===== config.mk =====
export PLATFORM = sky130hd
export DESIGN_NAME = gen_register_file
export DESIGN_NICKNAME = d
export VERILOG_FILES = /design/src/rtl/regfile_pkg.sv /design/src/rtl/regfile_entry.sv /design/src/rtl/gen_register_file.sv
export SDC_FILE = /design/constraint.sdc
export NUM_CORES = 1
export LEC_CHECK = 0
export CAP_MARGIN = 20
export CORE_UTILIZATION = 35
export CTS_CLUSTER_DIAMETER = 60
export DETAILED_ROUTE_END_ITERATION = 8
export SLEW_MARGIN = 40
export SYNTH_ARGS = -nofsm -noshare
export SYNTH_HDL_FRONTEND = slang
export SYNTH_SLANG_ARGS = --single-unit

===== constraint.sdc =====
create_clock -name clk -period 40.8 [get_ports clk]
set_input_delay 4.08 -clock clk [delete_from_list [all_inputs] [get_ports clk]]
set_output_delay 4.08 -clock clk [all_outputs]
set_load 0.01 [all_outputs]

===== src/rtl/regfile_pkg.sv =====
// Shared definitions for the general-purpose register file: default geometry
// and the address/data types used by the datapath around it.
package regfile_pkg;

    localparam int WIDTH_DEF    = 32;
    localparam int NUM_REGS_DEF = 16;
    localparam int ADDR_W_DEF   = $clog2(NUM_REGS_DEF);

    typedef logic [ADDR_W_DEF-1:0] reg_addr_t;
    typedef logic [WIDTH_DEF-1:0]  reg_data_t;

endpackage


===== src/rtl/regfile_entry.sv =====
// One register-file entry: a storage word plus its busy (pending write) bit.
// A set and a load in the same cycle leave the entry busy, because the set
// belongs to a newer instruction than the one writing back now.
module regfile_entry
    import regfile_pkg::*;
#(
    parameter int WIDTH = WIDTH_DEF
) (
    input  logic             clk,
    input  logic             clr,
    input  logic             load,
    input  logic [WIDTH-1:0] d,
    input  logic             set,
    output logic [WIDTH-1:0] q,
    output logic             busy
);

    // Storage word: loaded on write-back, cleared asynchronously.
    always_ff @(posedge clk or posedge clr) begin
        if (clr)
            q <= '0;
        else if (load)
            q <= d;
    end

    // Busy bit: set at issue, cleared at write-back, issue takes priority.
    always_ff @(posedge clk or posedge clr) begin
        if (clr)
            busy <= 1'b0;
        else if (set)
            busy <= 1'b1;
        else if (load)
            busy <= 1'b0;
    end

endmodule


===== src/rtl/gen_register_file.sv =====
// Parametrised register file with one write port, two combinational read
// ports and a per-entry busy scoreboard for read-after-write stalls.
// Optional build macro: GEN_REGFILE_BYPASS_EN enables write-through
// forwarding from the write port to both read ports in the same cycle.
module gen_register_file
    import regfile_pkg::*;
#(
    parameter int WIDTH    = WIDTH_DEF,
    parameter int NUM_REGS = NUM_REGS_DEF,
    // Derived from NUM_REGS; leave at its default.
    parameter int ADDR_W   = $clog2(NUM_REGS),
    parameter int R0_ZERO  = 1
) (
    input  logic                clk,
    input  logic                clr,
    input  logic                wr_en,
    input  logic [ADDR_W-1:0]   wr_addr,
    input  logic [WIDTH-1:0]    wr_data,
    input  logic                issue_en,
    input  logic [ADDR_W-1:0]   issue_addr,
    input  logic [ADDR_W-1:0]   rd_a_addr,
    output logic [WIDTH-1:0]    rd_a_data,
    output logic                rd_a_busy,
    input  logic [ADDR_W-1:0]   rd_b_addr,
    output logic [WIDTH-1:0]    rd_b_data,
    output logic                rd_b_busy,
    output logic [NUM_REGS-1:0] busy_vec
);

    logic [WIDTH-1:0]    data_q [NUM_REGS];
    logic [NUM_REGS-1:0] busy_q;

    // An address is live if it names a real entry and is not the hardwired zero.
    function automatic logic live(input logic [ADDR_W-1:0] a);
        return (int'(a) < NUM_REGS) && !((R0_ZERO != 0) && (a == '0));
    endfunction

    function automatic logic [WIDTH-1:0] read_data(input logic [ADDR_W-1:0] a);
        logic [WIDTH-1:0] v;
        v = '0;
        if (live(a))
            v = data_q[a];
`ifdef GEN_REGFILE_BYPASS_EN
        if (wr_en && (wr_addr == a) && live(a))
            v = wr_data;
`endif
        return v;
    endfunction

    function automatic logic read_busy(input logic [ADDR_W-1:0] a);
        logic v;
        v = 1'b0;
        if (live(a))
            v = busy_q[a];
`ifdef GEN_REGFILE_BYPASS_EN
        // A forwarded write retires the pending result, unless a newer
        // issue to the same entry lands on the same edge.
        if (wr_en && (wr_addr == a) && live(a))
            v = issue_en && (issue_addr == a);
`endif
        return v;
    endfunction

    for (genvar i = 0; i < NUM_REGS; i++) begin : g_entry
        if ((R0_ZERO != 0) && (i == 0)) begin : g_zero
            assign data_q[i] = '0;
            assign busy_q[i] = 1'b0;
        end else begin : g_reg
            logic load;
            logic set;
            assign load = wr_en    && (wr_addr    == ADDR_W'(i));
            assign set  = issue_en && (issue_addr == ADDR_W'(i));
            regfile_entry #(.WIDTH(WIDTH)) u_entry (
                .clk  (clk),
                .clr  (clr),
                .load (load),
                .d    (wr_data),
                .set  (set),
                .q    (data_q[i]),
                .busy (busy_q[i])
            );
        end
    end

    // Read ports: independent muxes over stored state (plus forwarding if built in).
    always_comb begin
        rd_a_data = read_data(rd_a_addr);
        rd_a_busy = read_busy(rd_a_addr);
        rd_b_data = read_data(rd_b_addr);
        rd_b_busy = read_busy(rd_b_addr);
    end

    assign busy_vec = busy_q;

endmodule

**Yosys cells after proc, flatten, opt, wreduce, memory -nomap -nowiden**

Cells that the tools add are included.

- Output and inout bits: 82
- Memory bits (writable): 0
- Memories: 0
- Input bits: 52
- Flip-flop bits (word level): 495
- Word-level logic and storage cells: 157
- ROM bits: 0
- Bits in latches: 0

- Bitwise gates (word level): 2
- Multiplexer cells: 44
- Reductions and logical operators: 47
- $mul: 0
- $lt $le $gt $ge: 4
- Shift-type cells: 0
- Add/subtract/negate cells: 0
- Eq/ne operators: 30
- Divide/modulo/power cells: 0

Operators by type and width:

| kind | number |
|---|---|
| 32-bit binary-select mux with 4-bit select | 2 |
| 32-bit two-way mux | 6 |
| 4-bit equality test, second input constant | 16 |
| 1-bit two-way mux | 34 |
| 4-bit by 3-bit equality test with 1-bit output, second input constant | 8 |
| 1-bit logical AND | 30 |
| 2-bit nonzero test | 15 |
| 4-bit by 2-bit equality test with 1-bit output, second input constant | 4 |
| 5-bit greater-or-equal comparator, second input constant | 2 |
| 4-bit by 5-bit < comparator with 1-bit output, second input constant | 2 |
| 4-bit NOT with 5-bit output | 2 |
| 1-bit binary-select mux with 4-bit select | 2 |
| 4-bit by 1-bit equality test with 1-bit output, second input constant | 2 |
| 4-bit zero test | 2 |

**Depth between registers and ports, before layout**

Gate-level depths: netlist of run 1.

- Word-level depth: 5
- Depth in mapped cells: 7
- Gate-level depth less buffers: 4

**Cells and area by module**

From an unflattened synthesis of run 1, not the netlist that was laid out.

- Cell total of the unflattened synthesis: 1994
- Area total of the unflattened synthesis: 29691.0 µm²

Modules (own cells, without submodules):

| module | seq. area each (µm²) | times used | area an instance (µm²) | cells an instance |
|---|---|---|---|---|
| regfile_entry | 825.8 | 15 | 1381.3 | 72 |
| gen_register_file | 0.0 | 1 | 8971.1 | 914 |

**Worst setup path after synthesis of run 1**

Ideal clock, no wire load.

- Kind: in2out
- From: input rd_b_addr[0]
- To: output rd_b_data[0]
- Stages: 5
- Required time: 36720 ps
- Setup slack: 31098 ps
- Arrival time: 5622 ps
- Path buffers: 3
- Cells stage by stage: buf_2 -> buf_4 -> clkbuf_1 -> mux4_2 -> mux4_2

- Longest elaborated chain between the ends: 5
- Elaborated cells on any way between the ends: 6
- Those cells by class: mux: 4; bitwise: 1; reduce/logical: 1

Ends and longest elaborated chain:

| element | line | RTL |
|---|---|---|
| start: declaration | gen_register_file.sv:24 | `input logic [ADDR_W-1:0] rd_b_addr,` |
| 4-bit NOT with 5-bit output (not written as such) | gen_register_file.sv:42 | `v = data_q[a];` |
| 32-bit binary-select mux with 4-bit select | gen_register_file.sv:42 |  |
| 32-bit two-way mux (not written as such) (2 in a row) | gen_register_file.sv:42 |  |
| 32-bit two-way mux (*) | gen_register_file.sv:41 | `if (live(a))` |
| end: declaration | gen_register_file.sv:25 | `output logic [WIDTH-1:0] rd_b_data,` |

Mark *: on every way between the ends. The rest lies on a longest branch, timed or not. The select of a mux whose other input is x is not followed.

**Worst setup path after layout of run 1**

- From: input rd_a_addr[1]
- To: output rd_a_data[10]

- Longest elaborated chain between the ends: 5
- Elaborated cells on any way between the ends: 6
- Those cells by class: mux: 4; bitwise: 1; reduce/logical: 1

Ends and longest elaborated chain:

| element | line | RTL |
|---|---|---|
| start: declaration | gen_register_file.sv:21 | `input logic [ADDR_W-1:0] rd_a_addr,` |
| 4-bit NOT with 5-bit output (not written as such) | gen_register_file.sv:42 |  |
| 32-bit binary-select mux with 4-bit select | gen_register_file.sv:42 |  |
| 32-bit two-way mux (not written as such) (2 in a row) | gen_register_file.sv:42 |  |
| 32-bit two-way mux (*) | gen_register_file.sv:41 |  |
| end: declaration | gen_register_file.sv:22 | `output logic [WIDTH-1:0] rd_a_data,` |

Marked as above.

==> results of run 1 <==
-- path summary, 6_finish.rpt --
check / start / endpoint / cells after the start
worst max-delay path: rd_a_addr[1] / rd_a_data[10] / 8
worst min-delay path: g_entry[5].g_reg.u_entry.q[23] / g_entry[5].g_reg.u_entry.q[23] / 1
worst max register to register: g_entry[12].g_reg.u_entry.q[3] / g_entry[12].g_reg.u_entry.q[3] / 1
worst min register to register: g_entry[5].g_reg.u_entry.q[23] / g_entry[5].g_reg.u_entry.q[23] / 1
max in group asynchronous: clr / g_entry[1].g_reg.u_entry.q[20] / 5
min in group asynchronous: clr / g_entry[2].g_reg.u_entry.busy / 2
-- area by class of cell --
cell class                 count  area (um^2)  share of cell area, %
multi-input combinational   1079        13300                   43.6
sequential                   495        12400                   40.7
timing repair buffer         168         1650                   5.43
clock buffer                  84         1640                   5.41
tap                          969         1210                   3.99
clock inverter                13          133                  0.436
inverter                      25          106                  0.350
antenna                        2         5.00                 0.0165
-- metrics by stage --
step	util, %	hold WS [ns]	std cells
CTS	40.6	0.507	2833
global route	40.6	0.530	2833
detailed placement	38.2	0.493	2736
floorplan	-	0.469	1794
global placement	38.2	0.480	2734
finish	40.6	0.503	2835
-- metal layers --
layer	global-route usage, %	vias to the layer above	routed length, um
met4	5.71	4	2090
met1	27.4	9040	33700
li1	-	6968	-
met2	34.0	487	38100
met3	4.13	149	4500
met5	0	-	27
-- registers in the layout, summed over array words and instances (netlist names) --
signal	count
g_entry.g_reg.u_entry.busy	15
g_entry.g_reg.u_entry.q	480
-- worst max-delay path, stage by stage --
cell and delay (ns):
buf_6 0.40, buf_4 0.67, nor2b_2 0.86, buf_4 0.45, a22oi_1 0.14, o21a_1 0.20
o221ai_1 0.30, clkdlybuf4s50_1 0.62
-- logic make-up after synthesis --
logic type / synth area share [%]
AND/OR/NAND/NOR: 1.40
AO/OA/AOI/OAI: 5.13
multiplexers: 43.0
other: 0.0141
flip-flops: 46.6
buffers and inverters: 3.91
-- power by group through the flow --
| stage | Clock (W) | Sequential, W | Combinational [W] |
|---|---|---|---|
| floorplan | 0 | 0.000668 | 0.000279 |
| global placement | 0 | 0.000684 | 0.000372 |
| detailed placement | 0 | 0.000696 | 0.000381 |
| CTS | 0.000502 | 0.000687 | 0.000382 |
| global route | 0.000522 | 0.000706 | 0.000407 |
| finish | 0.000491 | 0.000688 | 0.000378 |
-- placed cells by master, fill, tap and decap left out, drive strengths merged, types with 3 or more instances in the layout --
master and instances:
a22o 32, nand3b 4, mux2 579, or3 3, o22ai 11, nand2b 7
nand3 4, mux2i 44, dfrtp 495, buf 42, o221ai 40, a21oi 13
clkinv 11, nor2 21, a32o 3, mux4 198, o21a 20, nor2b 4
a22oi 20, clkdlybuf4s50 124, o21ai 19, a2111oi 11, nand2 31, clkbuf 86
inv 25
==> summary.md, run 1 <==
| Metric | Value |
|---|---|
| Status | `complete, no violations` |
| Internal power | `0.00113 W` |
| First-pass GRT wire length | `119 mm` |
| Ys flop type | `dfrtp_1` |
| Final hold vios | `0` |
| Combinational Power Share | `24.3%` |
| Row count | `100` |
| Post-route clock period utilization | `29.2%` |
| GR Overflow Total | `0` |
| IO Pins | `134` |
| Final setup vio count | `0` |
| Largest net degree at the start of global routing | `110` |
| Core area | `0.0748 mm^2` |
| RSZ-0062 raised after global routing | `false` |
| Worst vdd ir | `0.0294 mV` |
| CTS tree | `yes` |
| Sw Share | `27.8%` |
| WL/cell | `27.7 um` |
| Drt pass-1 iters | `5` |
| Largest cells by area after synthesis | `dfrtp_1 47%, mux4_2 17%, mux2_2 14%, mux2_1 10%, mux2i_1 1.7%` |
| H-tree level count | `2` |
| Share of Yosys cell area claimed by the top area cell type | `46.6%` |
| Inserted Clock Buffers | `53` |
| DR vias/cell | `5.87` |
| CP Launch Type | `input pin` |
| R2r setup slk | `39.96 ns` |
| Post-CTS resize count | `0` |
| GPL Wtd Cong | `0.770` |
| Max-Cap Viols | `0` |
| Final nets | `1,874` |
| Synth cell types | `36` |
| Syn_area_per_cell | `14.8 um^2` |
| Max Freq | `83.8 MHz` |
| Vias in the first global route | `17,762` |
| Static leakage | `12.4 nW` |
| Synth warn | `0` |
| FF+latch count, synth | `495` |
| Min-delay worst type | `flop to flop` |
| Share of post-route cells with drive strength above 1 | `37.0%` |
| Setup Total Neg Slack | `0 ns` |
| Slew @ Worst Pin | `0.896 ns` |
| Synthesized area | `0.0266 mm^2` |
| Syn Nets | `1,846` |
| Crit path kind | `input pin to primary output` |
| Die footprint | `0.0771 mm^2` |
| Sequential share of power | `44.2%` |
| Worst Path Max Fanout | `41` |
| Top cells by count, synth | `495 x dfrtp_1, 338 x mux2_2, 241 x mux2_1` |
| Fillers | `6,798` |
| Fin. max-slew vios | `0` |
| Async SR Flop Fraction | `100%` |
| Design area | `0.0304 mm^2` |
| Place WS | `28.96 ns` |
| Hold-fix buffers, CTS | `0` |
| Routed Antenna Nets | `0` |
| Global Route Usage Sum | `20.5%` |
| Chip width | `278 um` |
| EDFF count, synth | `0` |
| Total power | `0.00156 W` |
| Detail Placement HPWL | `43.7 mm` |
| Worst Path Required | `36.72 ns` |
| Iteration-0 DRC Markers | `1,156` |
| P_sw | `0.000432 W` |
| CP Capture Type | `primary output` |
| Relative slew slack | `40.0%` |
| Sequential-to-total area share from yosys stat | `46.6%` |
| Critical path data arrival time | `7.85 ns` |
| Area Growth Syn to Fin | `14.4%` |
| Initial Util | `35.5%` |
| WL final | `78.4 mm` |
| Vias | `16,648` |
| PD cells | `51.2 mW/mm^2` |
| Crit path time final | `11.93 ns` |
| Skew-Pair Late Insertion Delay | `0.59 ns` |
| CTS clk-pin slew, worst paths | `0.06 ns` |
| # Post-CTS Setup Buffers | `0` |
| DP Area | `0.0286 mm^2` |
| Clock power share | `31.5%` |
| Final WS setup | `28.87 ns` |
| Remaining DRCs | `0` |
| Clock tree buffer depth | `3` |
| Input/output buffers | `132` |
| Count leader, synth | `dfrtp_1` |
| Clk sink count | `495` |
| Cells after synthesis | `1,794` |
| Initial antenna violation count | `4` |
| Clock Skew | `0 ns` |
| Area leader, netlist | `dfrtp_1` |
| Die Height | `278 um` |
| Root Driver | `clkbuf_16` |
(Power assumes the default switching activity.)
==> run 2: changes to the inputs <==
clock period = 10.3 ns   (was 40.8 ns; I/O delays follow)
==> run 2 against run 1 <==
- worst setup slack lost 24 ns
- utilization is essentially flat
- total power rose to 4.0 times the previous value
- critical endpoint is now rd_a_data[23]
- cell area about the same
- non-clock buffer count grew 2
- clock skew is the same
- sequential power grew to 4.0 times the previous value
- first-iteration DRC count rose by 17%
- sequential cell count did not move
- die area unchanged
- clock power grew to 4.0 times the previous value
==> summary.md, run 2 (same netlist as run 1, synthesis figures left out) <==
| Metric | Value |
|---|---|
| Most flop-heavy register | `g_entry.g_reg.u_entry.q` |
| Detail Placement HPWL | `43.8 mm` |
| R2r setup slk | `9.47 ns` |
| Final nets | `1,877` |
| GPL Wtd Cong | `0.765` |
| CP max stage cell | `buf_4` |
| Iteration-0 DRC Markers | `1,356` |
| Worst Path Required | `9.27 ns` |
| Most common cell after layout, fill and taps aside | `dfrtp_1` |
| H-tree level count | `2` |
| CP Launch Type | `input pin` |
| Hold Path Stages | `1` |
| Hold Startpoint | `g_entry[7].g_reg.u_entry.q[22]` |
| WL final | `78.3 mm` |
| Max Freq | `184 MHz` |
| CP Buf/Inv Count | `4` |
| Worst Path Max Fanout | `57` |
| Die Height | `278 um` |
| Crit path time final | `5.42 ns` |
| Die footprint | `0.0771 mm^2` |
| Post-route clock period utilization | `52.7%` |
| Clock Skew | `0 ns` |
| Fin. max-slew vios | `0` |
| Static leakage | `12.4 nW` |
| CTS clk-pin slew, worst paths | `0.06 ns` |
| Chip width | `278 um` |
| Fillers | `6,815` |
| # Post-CTS Setup Buffers | `0` |
| Status | `complete, no violations` |
| PD cells | `203 mW/mm^2` |
| Max-Cap Viols | `0` |
| First-pass GRT wire length | `120 mm` |
| Stages on the worst setup path | `8` |
| Critical path data arrival time | `4.39 ns` |
| IO Pins | `134` |
| Inserted Clock Buffers | `54` |
| Relative slew slack | `39.6%` |
| Global Route Usage Sum | `20.7%` |
| Largest net degree at the start of global routing | `103` |
| Post-CTS resize count | `0` |
| Routed Antenna Nets | `0` |
| Finished Layout Cells | `2,836` |
| Remaining DRCs | `0` |
| Input/output buffers | `132` |
| Slew @ Worst Pin | `0.904 ns` |
| Reg-to-reg endpoint | `g_entry[12].g_reg.u_entry.q[25]` |
| Most frequent cells in the layout | `495 x dfrtp_1, 338 x mux2_2, 241 x mux2_1` |
| Crit path kind | `input pin to primary output` |
| Area Growth Syn to Fin | `14.4%` |
| Regs by FF count | `g_entry.g_reg.u_entry.q x480, g_entry.g_reg.u_entry.busy x15` |
| CP Capture Type | `primary output` |
| Final setup vio count | `0` |
| WL/cell | `27.6 um` |
| Worst Reg-to-Reg Cells | `1` |
| Vias in the first global route | `17,848` |
| Core area | `0.0748 mm^2` |
| Final hold vios | `0` |
| Vias | `16,686` |
| Max FFs per register | `480` |
| Row count | `100` |
| Share of post-route cells with drive strength above 1 | `37.1%` |
| Worst Hold Path EP | `g_entry[7].g_reg.u_entry.q[22]` |
| Cell breakdown of the critical path | `buf_6, buf_4, buf_6, mux2_2, o221ai_1, o21a_1, o221ai_1, clkdlybuf4s50_1` |
| Drt pass-1 iters | `5` |
| Crit path largest cell delay | `0.67 ns` |
| R2r startpoint | `g_entry[12].g_reg.u_entry.q[25]` |
| Diode count | `0` |
| Setup Total Neg Slack | `0 ns` |
| Initial Util | `35.5%` |
| Util after Layout | `40.7%` |
| Min-delay worst type | `flop to flop` |
| CP top delay family | `buffers and inverters` |
| Root Driver | `clkbuf_16` |
| CTS tree | `yes` |
| Worst vdd ir | `0.123 mV` |
| Skew-Pair Late Insertion Delay | `0.60 ns` |
| DR vias/cell | `5.88` |
| Hold-fix buffers, CTS | `0` |
| Clock tree buffer depth | `3` |
| Clk sink count | `495` |
| RSZ-0062 raised after global routing | `false` |
| GR Overflow Total | `0` |
| Initial antenna violation count | `4` |
| Placed Instances | `2,738` |
-- run 2: stage by stage --
step | cell area [um^2] | total power, W | setup WS, ns | hold WS, ns
2_1_floorplan | 26600 | 0.00375 | 2.56 | 0.469
3_3_place_gp | 28600 | 0.00418 | 4.49 | 0.479
3_5_place_dp | 28600 | 0.00426 | 4.83 | 0.496
4_1_cts | 30400 | 0.00624 | 4.83 | 0.509
5_1_grt | 30400 | 0.00650 | 4.66 | 0.528
6_report | 30400 | 0.00619 | 4.88 | 0.506
-- run 2: power by group --
group          switching [W]  leakage, nW  internal, W
Clock               0.000802        0.894      0.00116
Combinational       0.000578         5.42     0.000916
Sequential          0.000331         6.06      0.00240
-- run 2: metal layers --
layer / vias up / GRT usage, % / part of all wire (%)
met5: - / 0 / 0.069
met4: 8 / 5.23 / 2.2
met3: 125 / 3.44 / 5.3
met2: 536 / 33.3 / 48
met1: 9053 / 29.2 / 45
li1: 6964 / - / -
-- run 2: layout make-up --
type	count	area [um^2]	share of cell area, %
Timing Repair Buffer	170	1670	5.48
Inverter	25	97.6	0.321
Multi-Input combinational cell	1079	13300	43.6
Clock buffer	79	1590	5.22
Tap cell	969	1210	3.99
Sequential cell	495	12400	40.7
Clock inverter	19	199	0.654
-- run 2: worst max-delay path by stage --
stage / startpoint / to / slack, ns
after floorplan: clr / g_entry[10].g_reg.u_entry.busy / 2.56
after global placement: rd_a_addr[1] / rd_a_data[8] / 4.49
after detailed placement: rd_a_addr[0] / rd_a_data[23] / 4.83
after CTS: rd_a_addr[0] / rd_a_data[23] / 4.83
after global routing: rd_a_addr[0] / rd_a_data[28] / 4.66
final: rd_a_addr[0] / rd_a_data[23] / 4.88
